==> src/rtl/rv_ctrl_pkg.sv <==
// Shared encodings for the multi-cycle RV32I control unit: opcodes, FSM states,
// datapath mux selects and the packed control-word bundle.
package rv_ctrl_pkg;

    localparam int unsigned OPCODE_W  = 7;
    localparam int unsigned STATE_W   = 3;
    localparam int unsigned SEL_W     = 2;
    localparam int unsigned NUM_CLASS = 9;

    localparam logic [OPCODE_W-1:0] OP_R      = 7'b0110011;
    localparam logic [OPCODE_W-1:0] OP_I      = 7'b0010011;
    localparam logic [OPCODE_W-1:0] OP_LOAD   = 7'b0000011;
    localparam logic [OPCODE_W-1:0] OP_STORE  = 7'b0100011;
    localparam logic [OPCODE_W-1:0] OP_BRANCH = 7'b1100011;
    localparam logic [OPCODE_W-1:0] OP_JAL    = 7'b1101111;
    localparam logic [OPCODE_W-1:0] OP_JALR   = 7'b1100111;
    localparam logic [OPCODE_W-1:0] OP_LUI    = 7'b0110111;
    localparam logic [OPCODE_W-1:0] OP_AUIPC  = 7'b0010111;

    // Bit positions inside the one-hot instruction class vector
    localparam int unsigned CLS_R      = 0;
    localparam int unsigned CLS_I      = 1;
    localparam int unsigned CLS_LOAD   = 2;
    localparam int unsigned CLS_STORE  = 3;
    localparam int unsigned CLS_BRANCH = 4;
    localparam int unsigned CLS_JAL    = 5;
    localparam int unsigned CLS_JALR   = 6;
    localparam int unsigned CLS_LUI    = 7;
    localparam int unsigned CLS_AUIPC  = 8;

    typedef logic [NUM_CLASS-1:0] op_class_t;

    typedef enum logic [STATE_W-1:0] {
        S_FETCH   = 3'd0,
        S_DECODE  = 3'd1,
        S_EXECUTE = 3'd2,
        S_MEM     = 3'd3,
        S_WB      = 3'd4,
        S_TRAP    = 3'd7
    } state_e;

    localparam logic [SEL_W-1:0] SRCA_PC     = 2'b00;
    localparam logic [SEL_W-1:0] SRCA_OLDPC  = 2'b01;
    localparam logic [SEL_W-1:0] SRCA_RS1    = 2'b10;

    localparam logic [SEL_W-1:0] SRCB_RS2    = 2'b00;
    localparam logic [SEL_W-1:0] SRCB_IMM    = 2'b01;
    localparam logic [SEL_W-1:0] SRCB_CONST4 = 2'b10;

    localparam logic [SEL_W-1:0] ALU_ADD     = 2'b00;
    localparam logic [SEL_W-1:0] ALU_BRANCH  = 2'b01;
    localparam logic [SEL_W-1:0] ALU_RTYPE   = 2'b10;
    localparam logic [SEL_W-1:0] ALU_ITYPE   = 2'b11;

    localparam logic [SEL_W-1:0] WB_ALUOUT   = 2'b00;
    localparam logic [SEL_W-1:0] WB_MEMDATA  = 2'b01;
    localparam logic [SEL_W-1:0] WB_PC       = 2'b10;
    localparam logic [SEL_W-1:0] WB_IMM      = 2'b11;

    localparam logic PCSRC_ALU    = 1'b0;
    localparam logic PCSRC_ALUOUT = 1'b1;

    typedef struct packed {
        logic             mem_req;
        logic             mem_we;
        logic             ir_write;
        logic             pc_write;
        logic             reg_write;
        logic [SEL_W-1:0] alu_src_a;
        logic [SEL_W-1:0] alu_src_b;
        logic [SEL_W-1:0] alu_op;
        logic [SEL_W-1:0] wb_sel;
        logic             pc_src;
    } ctrl_t;

endpackage

==> src/rtl/rv_opcode_class.sv <==
// Opcode classifier: one-hot instruction class, with optionally disabled
// instruction groups reported as illegal.
module rv_opcode_class
    import rv_ctrl_pkg::*;
#(
    parameter bit EN_UPPER = 1'b1,
    parameter bit EN_JUMP  = 1'b1
) (
    input  logic [OPCODE_W-1:0] opcode_i,
    output op_class_t           class_o,
    output logic                illegal_o
);

    always_comb begin
        class_o = '0;
        case (opcode_i)
            OP_R:      class_o[CLS_R]      = 1'b1;
            OP_I:      class_o[CLS_I]      = 1'b1;
            OP_LOAD:   class_o[CLS_LOAD]   = 1'b1;
            OP_STORE:  class_o[CLS_STORE]  = 1'b1;
            OP_BRANCH: class_o[CLS_BRANCH] = 1'b1;
            OP_JAL:    class_o[CLS_JAL]    = EN_JUMP;
            OP_JALR:   class_o[CLS_JALR]   = EN_JUMP;
            OP_LUI:    class_o[CLS_LUI]    = EN_UPPER;
            OP_AUIPC:  class_o[CLS_AUIPC]  = EN_UPPER;
            default:   class_o             = '0;
        endcase
        illegal_o = ~|class_o;
    end

endmodule

==> src/rtl/multicycle_ctrl_fsm.sv <==
// Multi-cycle RV32I control FSM: sequences FETCH/DECODE/EXECUTE/MEM/WB, drives
// datapath selects, handles variable-latency memory with a timeout and traps.
module multicycle_ctrl_fsm
    import rv_ctrl_pkg::*;
#(
    parameter int unsigned MEM_TIMEOUT = 15,
    parameter bit          EN_UPPER    = 1'b1,
    parameter bit          EN_JUMP     = 1'b1
) (
    input  logic                clk,
    input  logic                rst_n,
    input  logic [OPCODE_W-1:0] opcode_i,
    input  logic                mem_ready_i,
    input  logic                branch_taken_i,
    output logic                mem_req_o,
    output logic                mem_we_o,
    output logic                ir_write_o,
    output logic                pc_write_o,
    output logic                reg_write_o,
    output logic [SEL_W-1:0]    alu_src_a_o,
    output logic [SEL_W-1:0]    alu_src_b_o,
    output logic [SEL_W-1:0]    alu_op_o,
    output logic [SEL_W-1:0]    wb_sel_o,
    output logic                pc_src_o,
    output logic                illegal_instr_o,
    output logic                bus_err_o,
    output logic [STATE_W-1:0]  state_dbg_o
);

    localparam int unsigned CNT_W = (MEM_TIMEOUT > 0) ? $clog2(MEM_TIMEOUT + 1) : 1;
    localparam logic [CNT_W-1:0] CNT_MAX  = CNT_W'(MEM_TIMEOUT);
    localparam logic [CNT_W-1:0] CNT_LAST = CNT_W'((MEM_TIMEOUT > 0) ? MEM_TIMEOUT - 1 : 32'd0);

    state_e           state_q, state_d;
    logic [CNT_W-1:0] cnt_q, cnt_d;
    logic             illegal_q, illegal_d;
    logic             bus_err_q, bus_err_d;
    op_class_t        cls;
    logic             op_illegal;
    logic             timeout_c;
    ctrl_t            ctrl_c;
    ctrl_t            ctrl_out_c;

    rv_opcode_class #(
        .EN_UPPER (EN_UPPER),
        .EN_JUMP  (EN_JUMP)
    ) u_opcode_class (
        .opcode_i  (opcode_i),
        .class_o   (cls),
        .illegal_o (op_illegal)
    );

    // Timeout fires on the wait cycle that would bring the counter to MEM_TIMEOUT
    assign timeout_c = (MEM_TIMEOUT != 0) && !mem_ready_i && (cnt_q == CNT_LAST);

    always_ff @(posedge clk) begin
        if (!rst_n) begin
            state_q   <= S_FETCH;
            cnt_q     <= '0;
            illegal_q <= 1'b0;
            bus_err_q <= 1'b0;
        end else begin
            state_q   <= state_d;
            cnt_q     <= cnt_d;
            illegal_q <= illegal_d;
            bus_err_q <= bus_err_d;
        end
    end

    always_comb begin
        state_d   = state_q;
        illegal_d = illegal_q;
        bus_err_d = bus_err_q;
        ctrl_c    = '0;
        case (state_q)
            S_FETCH: begin
                ctrl_c.mem_req   = 1'b1;
                ctrl_c.alu_src_a = SRCA_PC;
                ctrl_c.alu_src_b = SRCB_CONST4;
                ctrl_c.alu_op    = ALU_ADD;
                if (mem_ready_i) begin
                    ctrl_c.ir_write = 1'b1;
                    ctrl_c.pc_write = 1'b1;
                    ctrl_c.pc_src   = PCSRC_ALU;
                    state_d         = S_DECODE;
                end else if (timeout_c) begin
                    bus_err_d = 1'b1;
                    state_d   = S_TRAP;
                end
            end
            S_DECODE: begin
                ctrl_c.alu_src_a = SRCA_OLDPC;
                ctrl_c.alu_src_b = SRCB_IMM;
                ctrl_c.alu_op    = ALU_ADD;
                if (op_illegal) begin
                    illegal_d = 1'b1;
                    state_d   = S_TRAP;
                end else begin
                    state_d   = S_EXECUTE;
                end
            end
            S_EXECUTE: begin
                state_d = S_FETCH;
                if (cls[CLS_R]) begin
                    ctrl_c.alu_src_a = SRCA_RS1;
                    ctrl_c.alu_src_b = SRCB_RS2;
                    ctrl_c.alu_op    = ALU_RTYPE;
                    state_d          = S_WB;
                end else if (cls[CLS_I]) begin
                    ctrl_c.alu_src_a = SRCA_RS1;
                    ctrl_c.alu_src_b = SRCB_IMM;
                    ctrl_c.alu_op    = ALU_ITYPE;
                    state_d          = S_WB;
                end else if (cls[CLS_LOAD] || cls[CLS_STORE]) begin
                    ctrl_c.alu_src_a = SRCA_RS1;
                    ctrl_c.alu_src_b = SRCB_IMM;
                    ctrl_c.alu_op    = ALU_ADD;
                    state_d          = S_MEM;
                end else if (cls[CLS_BRANCH]) begin
                    ctrl_c.alu_src_a = SRCA_RS1;
                    ctrl_c.alu_src_b = SRCB_RS2;
                    ctrl_c.alu_op    = ALU_BRANCH;
                    if (branch_taken_i) begin
                        ctrl_c.pc_write = 1'b1;
                        ctrl_c.pc_src   = PCSRC_ALUOUT;
                    end
                end else if (cls[CLS_JAL]) begin
                    ctrl_c.pc_write  = 1'b1;
                    ctrl_c.pc_src    = PCSRC_ALUOUT;
                    ctrl_c.reg_write = 1'b1;
                    ctrl_c.wb_sel    = WB_PC;
                end else if (cls[CLS_JALR]) begin
                    ctrl_c.alu_src_a = SRCA_RS1;
                    ctrl_c.alu_src_b = SRCB_IMM;
                    ctrl_c.alu_op    = ALU_ADD;
                    ctrl_c.pc_write  = 1'b1;
                    ctrl_c.pc_src    = PCSRC_ALU;
                    ctrl_c.reg_write = 1'b1;
                    ctrl_c.wb_sel    = WB_PC;
                end else if (cls[CLS_LUI]) begin
                    ctrl_c.reg_write = 1'b1;
                    ctrl_c.wb_sel    = WB_IMM;
                end else if (cls[CLS_AUIPC]) begin
                    ctrl_c.alu_src_a = SRCA_OLDPC;
                    ctrl_c.alu_src_b = SRCB_IMM;
                    ctrl_c.alu_op    = ALU_ADD;
                    state_d          = S_WB;
                end else begin
                    // opcode changed under us after DECODE: treat as illegal
                    illegal_d = 1'b1;
                    state_d   = S_TRAP;
                end
            end
            S_MEM: begin
                ctrl_c.mem_req = 1'b1;
                ctrl_c.mem_we  = cls[CLS_STORE];
                if (mem_ready_i) begin
                    state_d = cls[CLS_LOAD] ? S_WB : S_FETCH;
                end else if (timeout_c) begin
                    bus_err_d = 1'b1;
                    state_d   = S_TRAP;
                end
            end
            S_WB: begin
                ctrl_c.reg_write = 1'b1;
                ctrl_c.wb_sel    = cls[CLS_LOAD] ? WB_MEMDATA : WB_ALUOUT;
                state_d          = S_FETCH;
            end
            S_TRAP: begin
                state_d = S_TRAP;
            end
            default: begin
                state_d = S_FETCH;
            end
        endcase
    end

    // Wait counter: restarts on every state change, saturates while waiting
    always_comb begin
        cnt_d = cnt_q;
        if (state_d != state_q) begin
            cnt_d = '0;
        end else if ((state_q == S_FETCH || state_q == S_MEM) && !mem_ready_i
                     && cnt_q != CNT_MAX) begin
            cnt_d = cnt_q + CNT_W'(1);
        end
    end

    assign ctrl_out_c      = rst_n ? ctrl_c : '0;
    assign mem_req_o       = ctrl_out_c.mem_req;
    assign mem_we_o        = ctrl_out_c.mem_we;
    assign ir_write_o      = ctrl_out_c.ir_write;
    assign pc_write_o      = ctrl_out_c.pc_write;
    assign reg_write_o     = ctrl_out_c.reg_write;
    assign alu_src_a_o     = ctrl_out_c.alu_src_a;
    assign alu_src_b_o     = ctrl_out_c.alu_src_b;
    assign alu_op_o        = ctrl_out_c.alu_op;
    assign wb_sel_o        = ctrl_out_c.wb_sel;
    assign pc_src_o        = ctrl_out_c.pc_src;
    assign illegal_instr_o = rst_n & illegal_q;
    assign bus_err_o       = rst_n & bus_err_q;
    assign state_dbg_o     = rst_n ? state_q : S_FETCH;

endmodule

==> config.mk <==
export PLATFORM = sky130hd
export DESIGN_NAME = multicycle_ctrl_fsm
export DESIGN_NICKNAME = d
export VERILOG_FILES = /design/src/rtl/rv_ctrl_pkg.sv /design/src/rtl/rv_opcode_class.sv /design/src/rtl/multicycle_ctrl_fsm.sv
export SDC_FILE = /design/constraint.sdc
export NUM_CORES = 1
export LEC_CHECK = 0
export CAP_MARGIN = 20
export CORE_MARGIN = 2
export CORE_UTILIZATION = 45
export DETAILED_ROUTE_END_ITERATION = 8
export PLACE_DENSITY = 0.77
export RECOVER_POWER = 100
export SKIP_LAST_GASP = 1
export SLEW_MARGIN = 10
export SYNTH_ARGS = -nofsm -noshare
export SYNTH_HDL_FRONTEND = slang
export SYNTH_SLANG_ARGS = --single-unit
==> constraint.sdc <==
create_clock -name clk -period 3.3 [get_ports clk]
set_input_delay 0.99 -clock clk [delete_from_list [all_inputs] [get_ports clk]]
set_output_delay 0.99 -clock clk [all_outputs]
set_load 0.005 [all_outputs]
Word-level counts from Yosys, hierarchy flattened --
Index checks and enable logic that the tools add are counted.
Cells by class: $add $sub $neg 1, multipliers 0, div/mod/pow operators 0, $lt $le $gt $ge 0, equality and inequality tests 26, shift-type cells 0, multiplexer cells 69, bitwise logic cells 4, reductions and logical operators 13
Operator list (count):
- 2-to-1 mux 3 bit | 17
- 2-to-1 mux 6 bit | 5
- 2-to-1 mux 1 bit | 29
- == test 7 x 6 -> 1 bit, second input constant | 3
- == test 7 bit, second input constant | 3
- != test 2 bit, second input constant | 9
- one-hot mux 6 bit (3 select lines) | 1
- 2-to-1 mux 2 bit | 8
- one-hot mux 3 bit (5 select lines) | 1
- == test 7 x 5 -> 1 bit, second input constant | 2
- 2-to-1 mux 14 bit | 1
- 2-to-1 mux 5 bit | 2
- AND reduction 10 bit | 1
- 2-to-1 mux 9 bit | 1
- OR reduction 9 bit | 1
- == test 7 x 2 -> 1 bit, second input constant | 1
- == test 3 x 2 -> 1 bit, second input constant | 2
- == test 3 bit, second input constant | 2
- one-hot mux 1 bit (2 select lines) | 3
- adder 4 x 1 -> 4 bit, second input constant | 1
- == test 4 bit, second input constant | 1
- != test 4 bit, second input constant | 1
- one-hot mux 2 bit (2 select lines) | 1
- OR reduction 2 bit | 2
- 10 further kinds | 15
Word-level totals: register bits after elaboration 9, latch bits 0, RAM bits 0, ROM bits 0, bits of input ports 11, output and inout bits 19, logic and storage cells 117, memories 0

Logic depth before layout (Yosys ltp) --
Gate-level depths: netlist of run 1.
depth in word-level cells 13, mapped depth 8, gate-level depth less buffers 8

Modules after synthesis --
A second synthesis of run 1 with hierarchy kept.
Unflattened totals: cells, all modules 150, area, all modules 1109.8 µm²
By module, submodules not included:
- multicycle_ctrl_fsm | times used 1, cells an instance 129, area an instance 953.4 µm²
- rv_opcode_class | times used 1, cells an instance 21, area an instance 156.4 µm²

Worst setup path after synthesis of run 1 --
Ideal clock, no wire load.
path type input -> output, from input opcode_i[3], to output alu_src_a_o[0], data arrival time 2020 ps, data required time 2310 ps, setup slack 290 ps, stages on the path 5, buffers on the path 1, path through buf_4 -> and3b_4 -> nand3_1 -> or3_1 -> a21oi_1
Between the ends: word-level cells in the longest chain between the ends 12, elaborated cells on any way between the ends 29, classes of those cells eq/ne: 9; mux: 19; reduce/logical: 1
Ends and longest elaborated chain:
- start, declared | line multicycle_ctrl_fsm.sv:12 | input logic [OPCODE_W-1:0] opcode_i,
- == test 7 x 5 -> 1 bit | line rv_opcode_class.sv:16 | case (opcode_i)
- 2-to-1 mux 1 bit | line rv_opcode_class.sv:16
- 2-to-1 mux 5 bit | line multicycle_ctrl_fsm.sv:143 | end else if (cls[CLS_AUIPC]) begin
- 2-to-1 mux 5 bit | line multicycle_ctrl_fsm.sv:140 | end else if (cls[CLS_LUI]) begin
- 2-to-1 mux 9 bit | line multicycle_ctrl_fsm.sv:132 | end else if (cls[CLS_JALR]) begin
- 2-to-1 mux 6 bit | line multicycle_ctrl_fsm.sv:127 | end else if (cls[CLS_JAL]) begin
- 2-to-1 mux 6 bit | line multicycle_ctrl_fsm.sv:119 | end else if (cls[CLS_BRANCH]) begin
- 2-to-1 mux 6 bit | line multicycle_ctrl_fsm.sv:114 | end else if (cls[CLS_LOAD] || cls[CLS_STORE]) begin
- 2-to-1 mux 6 bit | line multicycle_ctrl_fsm.sv:109 | end else if (cls[CLS_I]) begin
- 2-to-1 mux 6 bit (*) | line multicycle_ctrl_fsm.sv:104 | if (cls[CLS_R]) begin
- one-hot mux 6 bit (3 select lines) (*) | line multicycle_ctrl_fsm.sv:75 | case (state_q)
- 2-to-1 mux 14 bit (*) | line multicycle_ctrl_fsm.sv:189 | assign ctrl_out_c = rst_n ? ctrl_c : '0;
- end, declared | line multicycle_ctrl_fsm.sv:20 | output logic [SEL_W-1:0] alu_src_a_o,
Every way passes the cells marked *; elsewhere a longest branch is shown, timed or not.

Worst setup path in the final report of run 1 --
from input opcode_i[4], to output reg_write_o
Between the ends: word-level cells in the longest chain between the ends 11, elaborated cells on any way between the ends 26, classes of those cells eq/ne: 8; mux: 17; reduce/logical: 1
Ends and longest elaborated chain:
- == test 7 x 6 -> 1 bit | line rv_opcode_class.sv:16
- 2-to-1 mux 1 bit | line rv_opcode_class.sv:16
- 2-to-1 mux 1 bit | line multicycle_ctrl_fsm.sv:140
- 2-to-1 mux 9 bit | line multicycle_ctrl_fsm.sv:132
- 2-to-1 mux 2 bit | line multicycle_ctrl_fsm.sv:127
- 2-to-1 mux 1 bit | line multicycle_ctrl_fsm.sv:119
- 2-to-1 mux 2 bit | line multicycle_ctrl_fsm.sv:114
- 2-to-1 mux 2 bit | line multicycle_ctrl_fsm.sv:109
- 2-to-1 mux 2 bit (*) | line multicycle_ctrl_fsm.sv:104
- one-hot mux 1 bit (2 select lines) (*) | line multicycle_ctrl_fsm.sv:75
- 2-to-1 mux 14 bit (*) | line multicycle_ctrl_fsm.sv:189
- end, declared | line multicycle_ctrl_fsm.sv:19 | output logic reg_write_o,
Marked as above.

==> results of run 1 <==
-- state kept, by name, summed over array words and instances (netlist names) --
name,flops
state_q,3
cnt_q,4
bus_err_q,1
illegal_q,1
-- per-layer routing --
layer | vias up | global-route usage [%] | wire, um
met1 | 630 | 35.8 | 1360
li1 | 645 | - | -
met4 | 0 | 10.1 | 96
met2 | 80 | 51.9 | 1820
met3 | 17 | 2.87 | 211
met5 | - | 0 | 0
-- cell families (layout without fill, tap and decap cells) --
logic type	after synthesis	after routing
flops	9	9
fa+ha+maj	2	2
simple gates	81	81
xor+xnor	4	4
compound gates	33	33
buf+inv	11	75
-- Yosys cell counts (all sizes together), types with 4 or more instances --
cell type  instances  share of area (%)
inv                4                1.5
buf                6                4.0
nor2b              6                3.6
o21ai              8                3.9
dfxtp              9                 17
nand3              4                1.9
nand2             14                5.1
nor4               4                2.4
a31oi              4                3.0
nor3               9                4.9
and2               7                4.3
a21oi              5                2.4
nor2              13                5.0
nand2b             4                2.4
-- critical path, stage by stage --
cell and delay (ns):
buf_6 0.09, nand3b_1 0.16, or3_1 0.39, a211oi_2 0.28, buf_4 0.15, nand2b_4 0.11, buf_6 0.09
-- how the worst max path moves through the flow --
stage	startpoint	end	slack, ns	depth (start not counted)
after floorplan	opcode_i[3]	alu_src_a_o[0]	0.29	5
after global placement	opcode_i[1]	pc_write_o	-0.55	6
after detailed placement	opcode_i[1]	reg_write_o	-0.63	6
after CTS	opcode_i[6]	alu_src_b_o[0]	0.004	8
after global routing	opcode_i[3]	reg_write_o	-0.01	7
final	opcode_i[4]	reg_write_o	0.05	7
-- metrics by stage --
| stage | setup WS [ns] | instance area [um^2] |
|---|---|---|
| 5_1_grt | -0.0134 | 1630 |
| 3_5_place_dp | -0.631 | 1530 |
| 6_report | 0.0533 | 1630 |
| 3_3_place_gp | -0.547 | 1530 |
| 4_1_cts | 0.00445 | 1610 |
| 2_1_floorplan | 0.290 | 1030 |
-- power breakdown --
group | internal [mW] | leakage (nW) | switching (mW) | total, mW
logic | 0.268 | 0.615 | 0.314 | 0.581
clock network | 0.0447 | 0.0177 | 0.0404 | 0.0851
registers | 0.138 | 0.0733 | 0.0195 | 0.158
-- area by class of cell --
class | count | area (um^2)
clock buffers | 3 | 22.5
clock inverters | 1 | 5.00
repair buffers | 67 | 539
multi-input cells | 120 | 832
inverters | 4 | 15.0
well taps | 28 | 35.0
flip-flops and latches | 9 | 180
fillers | 167 | 562
-- repair_timing --
action	in CTS	in global routing
endpoints found under the setup margin	19	8
pin swaps	8	6
resized for setup	51	20
buffers inserted	7	3
==> reports/summary.txt, run 1 <==
Outcome - complete, no violations
Cell count of the worst hold path - 1
Period minus WS final - 3.25 ns
Root Driver - clkbuf_4
Post-synth EDFFs - 0
Initial DRT Pass Iterations - 4
#FFs+latches synth - 9
Die height - 51.8 um
Clk slew on worst S/H paths - 0.06 ns
Synth Area in Compound Gates - 24.5%
Avg Inst Size Synth - 7.36 um^2
Endpoints failing setup - 0
Worst hold start - illegal_q
Worst EP arrival - 2.26 ns
Total power - 824 uW
Largest family of logic cells by synthesized area - simple AND/OR/NAND/NOR gates
Max cap viols - 0
Clock Path Buffers - 2
Crit path launch type - primary input
Worst slew pin tran - 0.764 ns
FF-to-FF Start - cnt_q[0]
Final Non-Filler Cells - 232
Top Ports - 30
Power Dens Cells - 506 mW/mm^2
Final Hold Viols - 0
I/O Buffers - 29
Register area share after synthesis - 17.5%
Adder-cell share of the synthesized area - 2.43%
Worst vdd ir - 412 uV
R2R cell count - 8
Clock tree sinks - 9
Final hold slack - 0.460 ns
Total gr overflow - 0
Asr flop ratio synth - 0%
Post-route clock period utilization - 98.4%
Vias in the first global route - 1264
FP Rows - 17
Post-CTS Hold Buffers - 0
Clk_lat worst skew - 0.26 ns
Cell Area, Synth - 0.00103 mm^2
Commonest non-fill, non-tap cell in the layout - buf_4
Required @ worst endpoint - 2.31 ns
Post-Synthesis Cells - 140
Final setup TNS - 0 ns
Final setup skew - 0.00646 ns
Vias per cell - 5.91
Count of cell types in the netlist - 51
RSZ-0062 raised after global routing - true
Initial DRC Count - 35
GP Congestion - 0.912
Post-route ant nets - 0
Post-synthesis mux area share - 0%
Crit Reg-Reg Endpoint - cnt_q[3]
All-Layer GR Usage - 29.0%
Largest net degree at the start of global routing - 16
Synth Net Count - 153
Final Max Tran Viols - 0
Placed Cells - 219
Synth Area in XOR/XNOR - 3.40%
P&R area growth vs syn - 58.2%
Die Area - 0.00269 mm^2
Crit. End Element - output port
CTS tree - yes
Core Region - 0.00219 mm^2
DR WL/cell - 15.0 um
Cts bufs inserted - 3
Antenna violations before repair - 0
Reg2Reg Setup Slack - 1.25 ns
Slew headroom - 47.7%
Ys Warns - 0
CTS H-tree depth - 1
Final routed DRC violation total - 0
Fin nets - 218
Initial Util - 47.0%
Hold Crit Class - flop to flop
Most frequent cells in the layout - buf_4, nand2_1, nor2_1, dfxtp_1
Die Wd - 51.8 um
DP HPWL - 2590 um
Fmax - 308 MHz
Critical path class - primary input to output port
Drt total wl - 3490 um
Total number of vias - 1372
First-pass GRT wire length - 5900 um
Min-Delay Endpoint - illegal_q
Layout cells sized above 1 - 37.7%
Ys flop type - dfxtp_1
Post-synthesis simple-gate area fraction - 46.3%
N_diodes - 0
P_leak - 0.706 nW
Crit path max fanout - 2
Post-layout util - 74.4%
Note: power is estimated with default switching activity, not from simulation.
==> run 2: changes to the inputs <==
--- a/config.mk
+++ b/config.mk
@@ -8,6 +8,7 @@
 export CAP_MARGIN = 20
 export CORE_MARGIN = 2
 export CORE_UTILIZATION = 45
+export CTS_CLUSTER_SIZE = 28
 export DETAILED_ROUTE_END_ITERATION = 8
 export PLACE_DENSITY = 0.77
 export RECOVER_POWER = 100
==> results of run 2 <==
Final layout, timing and power as in run 1 (identical DEF).
==> variant 1, RTL diff (config.mk and constraints of run 1) <==
The parameter `MEM_TIMEOUT` goes from 15 to 16.
--- a/src/rtl/multicycle_ctrl_fsm.sv
+++ b/src/rtl/multicycle_ctrl_fsm.sv
@@ -5,3 +5,3 @@
 #(
-    parameter int unsigned MEM_TIMEOUT = 15,
+    parameter int unsigned MEM_TIMEOUT = 16,
     parameter bit          EN_UPPER    = 1'b1,
Function: same outputs for any inputs over 10 cycles, from zero or initial values and one cycle with rst_n low; that may be too few to reach the edited logic, so the function may still have changed.
==> variant 1 against run 1 <==
Sequential cell count grew 1; routed wire length rose by 1.3%; non-clock buffer count fell by 6; final area is 1.5% higher; worst setup slack worse by 0.024 ns; sequential power increased by 28%; combinational power fell by 12%; die area rose by 7.1%; power fell by 3.1%; worst hold slack gained 0.011 ns; area after synthesis increased by 7.7%; critical path type unchanged.
==> variant 1: results (changes against run 1) <==
----------------------------------------------------
[Outcome]
  Run status ... finished, final reports clean (unchanged)

[Global routing]
  Met1 track demand over resource ... 38.0% (was 35.8%)
  M2 GR Usage ... 42.4% (was 51.9%)
  Global-route wire length before repair ... 5840 µm (was 5900 µm)
  Combined global-route utilization of all metal layers ... 28.0% (was 29.0%)

[STA]
  Worst slew margin relative to its limit ... 64.0% (was 47.7%)
  Post-route clock skew ... 0.00694 ns (was 0.00646 ns)

[Route]
  Met3 wire length ... 260 µm (was 211 µm)
  Metal1 wirelength ... 1620 µm (was 1360 µm)
  Via density per instance ... 5.85 (was 5.91)

[Logic synthesis]
  Multiplexer share of the synthesized area ... 0.903% (was 0%)
  Most common library cells after synthesis ... sky130_fd_sc_hd__nor2_1 (21), sky130_fd_sc_hd__nand2_1 (14), sky130_fd_sc_hd__dfxtp_1 (10) (was sky130_fd_sc_hd__nand2_1 (14), sky130_fd_sc_hd__nor2_1 (12), sky130_fd_sc_hd__dfxtp_1 (9))
  Count of unique library cells instantiated by Yosys ... 50 (was 51)
  Area share of xor/xnor cells in the synthesized design ... 3.16% (was 3.40%)
  Net count after synthesis ... 170 (was 153)

[Clock network]
  Number of gates given a new drive strength after cts ... 37 (was 51)
  Buffers inserted by post-CTS timing repair ... 1 (was 7)

[Layout]
  Registers with the most flip-flops ... cnt_q x5, state_q x3 (was cnt_q x4, state_q x3)
  Layout net count ... 227 (was 218)
  Fraction of layout instances using a drive strength above 1 ... 28.4% (was 37.7%)

[Setup path]
  Critical path's largest stage delay ... 0.37 ns (was 0.39 ns)
  Worst Path Arrival ... 2.28 ns (was 2.26 ns)
  Crit path to ... wb_sel_o[0] (was reg_write_o)

[Placement]
  Placed cell areas ... 1600 µm² (was 1530 µm²)
  Placer Congestion ... 0.925 (was 0.912)
  Final HPWL DP ... 2650 µm (was 2590 µm)

[Power]
  Switching power of the nets ... 367 µW (was 374 µW)

----------------------------------------------------
## variant 1: cell types whose count changed in the layout (fill, tap and decap cells not counted), sizes merged, moves of 4 or more
cell	delta
buf	-10
nor2	+8
nor4	-4
and2	-4
inv	+5
nor3	-4
## variant 1: through the flow
step	cells	worst slack (ns)	total power (µW)
6_report	239	0.0289	799
5_1_grt	239	-0.0478	867
4_1_cts	237	-0.126	791
3_5_place_dp	233	-0.575	711
3_3_place_gp	233	-0.560	694
2_1_floorplan	156	0.217	488
## variant 1: area by class of cell
type,count,area (µm²),share of cell area (%)
clock buffers,3,22.5,1.36
inverters,9,33.8,2.04
multi-input cells,128,882,53.3
repair buffers,61,480,29.0
flip-flops and latches,10,200,12.1
well taps,28,35.0,2.12
## variant 1: worst min-delay path by stage
stage / start / depth (start not counted) / end / slack [ns]
global placement: illegal_q$_SDFFE_PN0P_ / 1 / illegal_q$_SDFFE_PN0P_ / 0.46
detailed placement: illegal_q$_SDFFE_PN0P_ / 1 / illegal_q$_SDFFE_PN0P_ / 0.46
floorplan: bus_err_q$_SDFFE_PN0P_ / 2 / bus_err_q$_SDFFE_PN0P_ / 0.41
global route: illegal_q$_SDFFE_PN0P_ / 1 / illegal_q$_SDFFE_PN0P_ / 0.51
finish: illegal_q$_SDFFE_PN0P_ / 1 / illegal_q$_SDFFE_PN0P_ / 0.47
CTS: illegal_q$_SDFFE_PN0P_ / 1 / illegal_q$_SDFFE_PN0P_ / 0.48
## variant 1: power groups by stage
| stage | Sequential (µW) | Clock [µW] | Combinational, µW |
|---|---|---|---|
| finish | 203 | 81.9 | 514 |
| global route | 205 | 89.9 | 572 |
| CTS | 198 | 84.8 | 508 |
| detailed placement | 201 | 0 | 510 |
| global placement | 199 | 0 | 495 |
| floorplan | 167 | 0 | 321 |
==> variant 2, RTL diff (settings of run 1) <==
Made on the original files. Put a register stage on the outputs `bus_err_o` and `state_dbg_o`, cleared by the reset. The values now appear one clock later. The other outputs are not delayed to match.
--- a/src/rtl/multicycle_ctrl_fsm.sv
+++ b/src/rtl/multicycle_ctrl_fsm.sv
@@ -200,4 +200,11 @@
     assign illegal_instr_o = rst_n & illegal_q;
-    assign bus_err_o       = rst_n & bus_err_q;
-    assign state_dbg_o     = rst_n ? state_q : S_FETCH;
+    always_ff @(posedge clk) begin
+        if (!rst_n) begin
+            bus_err_o   <= '0;
+            state_dbg_o <= '0;
+        end else begin
+            bus_err_o   <= rst_n & bus_err_q;
+            state_dbg_o <= rst_n ? state_q : S_FETCH;
+        end
+    end
 
Function: changed (Yosys sat finds a counterexample within 4 cycles, from zero or initial values and one cycle with rst_n low).
==> variant 2 against run 1 <==
Clock skew grew 0.0059 ns; worst setup slack better by 0.024 ns; final area up 7.1%; sequential cell count increased by 4; area after synthesis grew 17%; global-route usage is 4.2 points lower; cell count up 3.9%; routed wire length up 8.3%; power increased by 19%.
==> variant 2: results (changes against run 1) <==
----------------------------------------------------
[Outcome]
  Run status ... finished, final reports clean (unchanged)

[Power]
  Highest ir drop seen on vdd ... 0.000566 V (was 0.000412 V)

[Logic synthesis]
  Most common library cells after synthesis ... sky130_fd_sc_hd__nor2_1 (21), sky130_fd_sc_hd__dfxtp_1 (13), sky130_fd_sc_hd__a21oi_1 (10) (was sky130_fd_sc_hd__nand2_1 (14), sky130_fd_sc_hd__nor2_1 (12), sky130_fd_sc_hd__dfxtp_1 (9))
  Net count after synthesis ... 169 (was 153)
  Leading post-synthesis cells by cell area ... sky130_fd_sc_hd__dfxtp_1 (22%), sky130_fd_sc_hd__nor2_1 (6.5%), sky130_fd_sc_hd__a21oi_1 (4.2%) (was sky130_fd_sc_hd__dfxtp_1 (17%), sky130_fd_sc_hd__nand2_1 (5.1%), sky130_fd_sc_hd__nor2_1 (4.4%))
  Post-Syn Area per Cell ... 7.72 µm² (was 7.36 µm²)
  Share of synthesized area occupied by flip-flops and latches ... 21.6% (was 17.5%)
  Count of unique library cells instantiated by Yosys ... 55 (was 51)

[Layout]
  Registers with the most flip-flops ... cnt_q x4, state_dbg_o x3, state_q x3 (was cnt_q x4, state_q x3)

[Clock network]
  Skew-Pair Late Insertion Delay ... 0.28 ns (was 0.26 ns)

[Setup path]
  Slowest-stage cell, CP ... sky130_fd_sc_hd__dlygate4sd2_1 (was sky130_fd_sc_hd__or3_1)
  Reg-to-reg critical path endpoint ... state_q[2]$_SDFF_PN0_ (was cnt_q[3]$_SDFFE_PP0P_)
  Maximum fanout along the worst path ... 6 (was 2)
  Critical path's top delay family ... buffers and inverters (was simple AND/OR/NAND/NOR gates)
  Setup slack on the worst flop-to-flop path ... 1.32 ns (was 1.25 ns)
  Reg-to-reg startpoint ... state_q[0]$_SDFF_PN0_ (was cnt_q[0]$_SDFFE_PP0P_)

[Worst hold path]
  Startpoint of the most critical hold path ... bus_err_q$_SDFFE_PN0P_ (was illegal_q$_SDFFE_PN0P_)
  Worst-case hold path end point ... bus_err_o$_SDFF_PN0_ (was illegal_q$_SDFFE_PN0P_)

[Route]
  Detailed-route wire length ... 3780 µm (was 3490 µm)
  Violation count after the first detailed-routing iteration ... 77 (was 35)
  Via density per instance ... 5.78 (was 5.91)

[Global routing]
  Vias in the first global route ... 1389 (was 1264)
  Combined global-route utilization of all metal layers ... 24.9% (was 29.0%)

[Placement]
  Final HPWL DP ... 2810 µm (was 2590 µm)
  Placed cell areas ... 1680 µm² (was 1530 µm²)
  Instance count after placement with tap cells included ... 234 (was 219)
  Setup WS pre-CTS ... -0.587 ns (was -0.631 ns)
  Placer Congestion ... 0.961 (was 0.912)

----------------------------------------------------
## variant 2: cell count changes in the layout (fill, tap and decap cells not counted), moves of 4 or more
| cell | change |
|---|---|
| sky130_fd_sc_hd__dfxtp_1 | +4 |
| sky130_fd_sc_hd__buf_4 | -7 |
| sky130_fd_sc_hd__clkdlybuf4s50_1 | -4 |
| sky130_fd_sc_hd__o21ai_0 | -4 |
| sky130_fd_sc_hd__nand2_1 | -5 |
| sky130_fd_sc_hd__clkdlybuf4s15_1 | -4 |
| sky130_fd_sc_hd__a21oi_1 | +6 |
| sky130_fd_sc_hd__nor2_1 | +8 |
| sky130_fd_sc_hd__dlygate4sd2_1 | +5 |
## variant 2: metal layers
metal / vias to the layer above / wire length [µm] / track usage, %
li1: 674 / - / -
met1: 661 / 1590 / 29.7
met2: 53 / 1950 / 44.2
met3: 4 / 218 / 5.58
met4: 0 / 22 / 7.32
met5: - / 0 / 0
## variant 2: timing repair
action | 4_1_cts | 5_1_grt
pin swaps | 6 | 5
resized for setup | 43 | 18
endpoints found under the setup margin | 14 | 11
buffers inserted | 2 | 1
## variant 2: worst register-to-register path, cell delays in order, from the launching register on
cell                      delay, ns
sky130_fd_sc_hd__dfxtp_1       0.44
sky130_fd_sc_hd__buf_4         0.24
sky130_fd_sc_hd__xnor2_1       0.19
sky130_fd_sc_hd__nor4b_1       0.50
sky130_fd_sc_hd__a31oi_1       0.10
sky130_fd_sc_hd__a21oi_2       0.28
sky130_fd_sc_hd__o41a_1        0.19
## variant 2: cells by family after synthesis
| family | count (synthesis) | synth area share, % |
|---|---|---|
| DFF | 13 | 21.6 |
| muxes | 1 | 0.935 |
| xor gates and xnor gates | 5 | 3.64 |
| adders and majority gates | 2 | 2.08 |
| buffers and inverters | 16 | 7.90 |
| and+or+nand+nor | 83 | 38.9 |
| AOI/OAI and AO/OA | 36 | 25.0 |
## variant 2: area by class of cell
class	count	area, µm²
Clock buffer	4	26.3
Fill cell	210	756
Inverter	5	18.8
Multi-Input combinational cell	127	907
Sequential cell	13	260
Tap cell	30	37.5
Timing Repair Buffer	62	494
## variant 2: how the worst max path moves through the flow
stage / start / endpoint / cells after the start
6_report: opcode_i[6] / wb_sel_o[1] / 6
5_1_grt: opcode_i[1] / pc_write_o / 8
4_1_cts: opcode_i[3] / wb_sel_o[0] / 5
3_5_place_dp: opcode_i[3] / wb_sel_o[0] / 5
3_3_place_gp: opcode_i[3] / wb_sel_o[0] / 5
2_1_floorplan: rst_n / reg_write_o / 6
## variant 2: power by group through the flow
stage               clock network [µW]  registers, µW  logic (µW)
floorplan                            0            212         454
global placement                     0            220         634
detailed placement                   0            222         653
CTS                                102            221         654
global route                       112            226         708
finish                            99.2            222         656
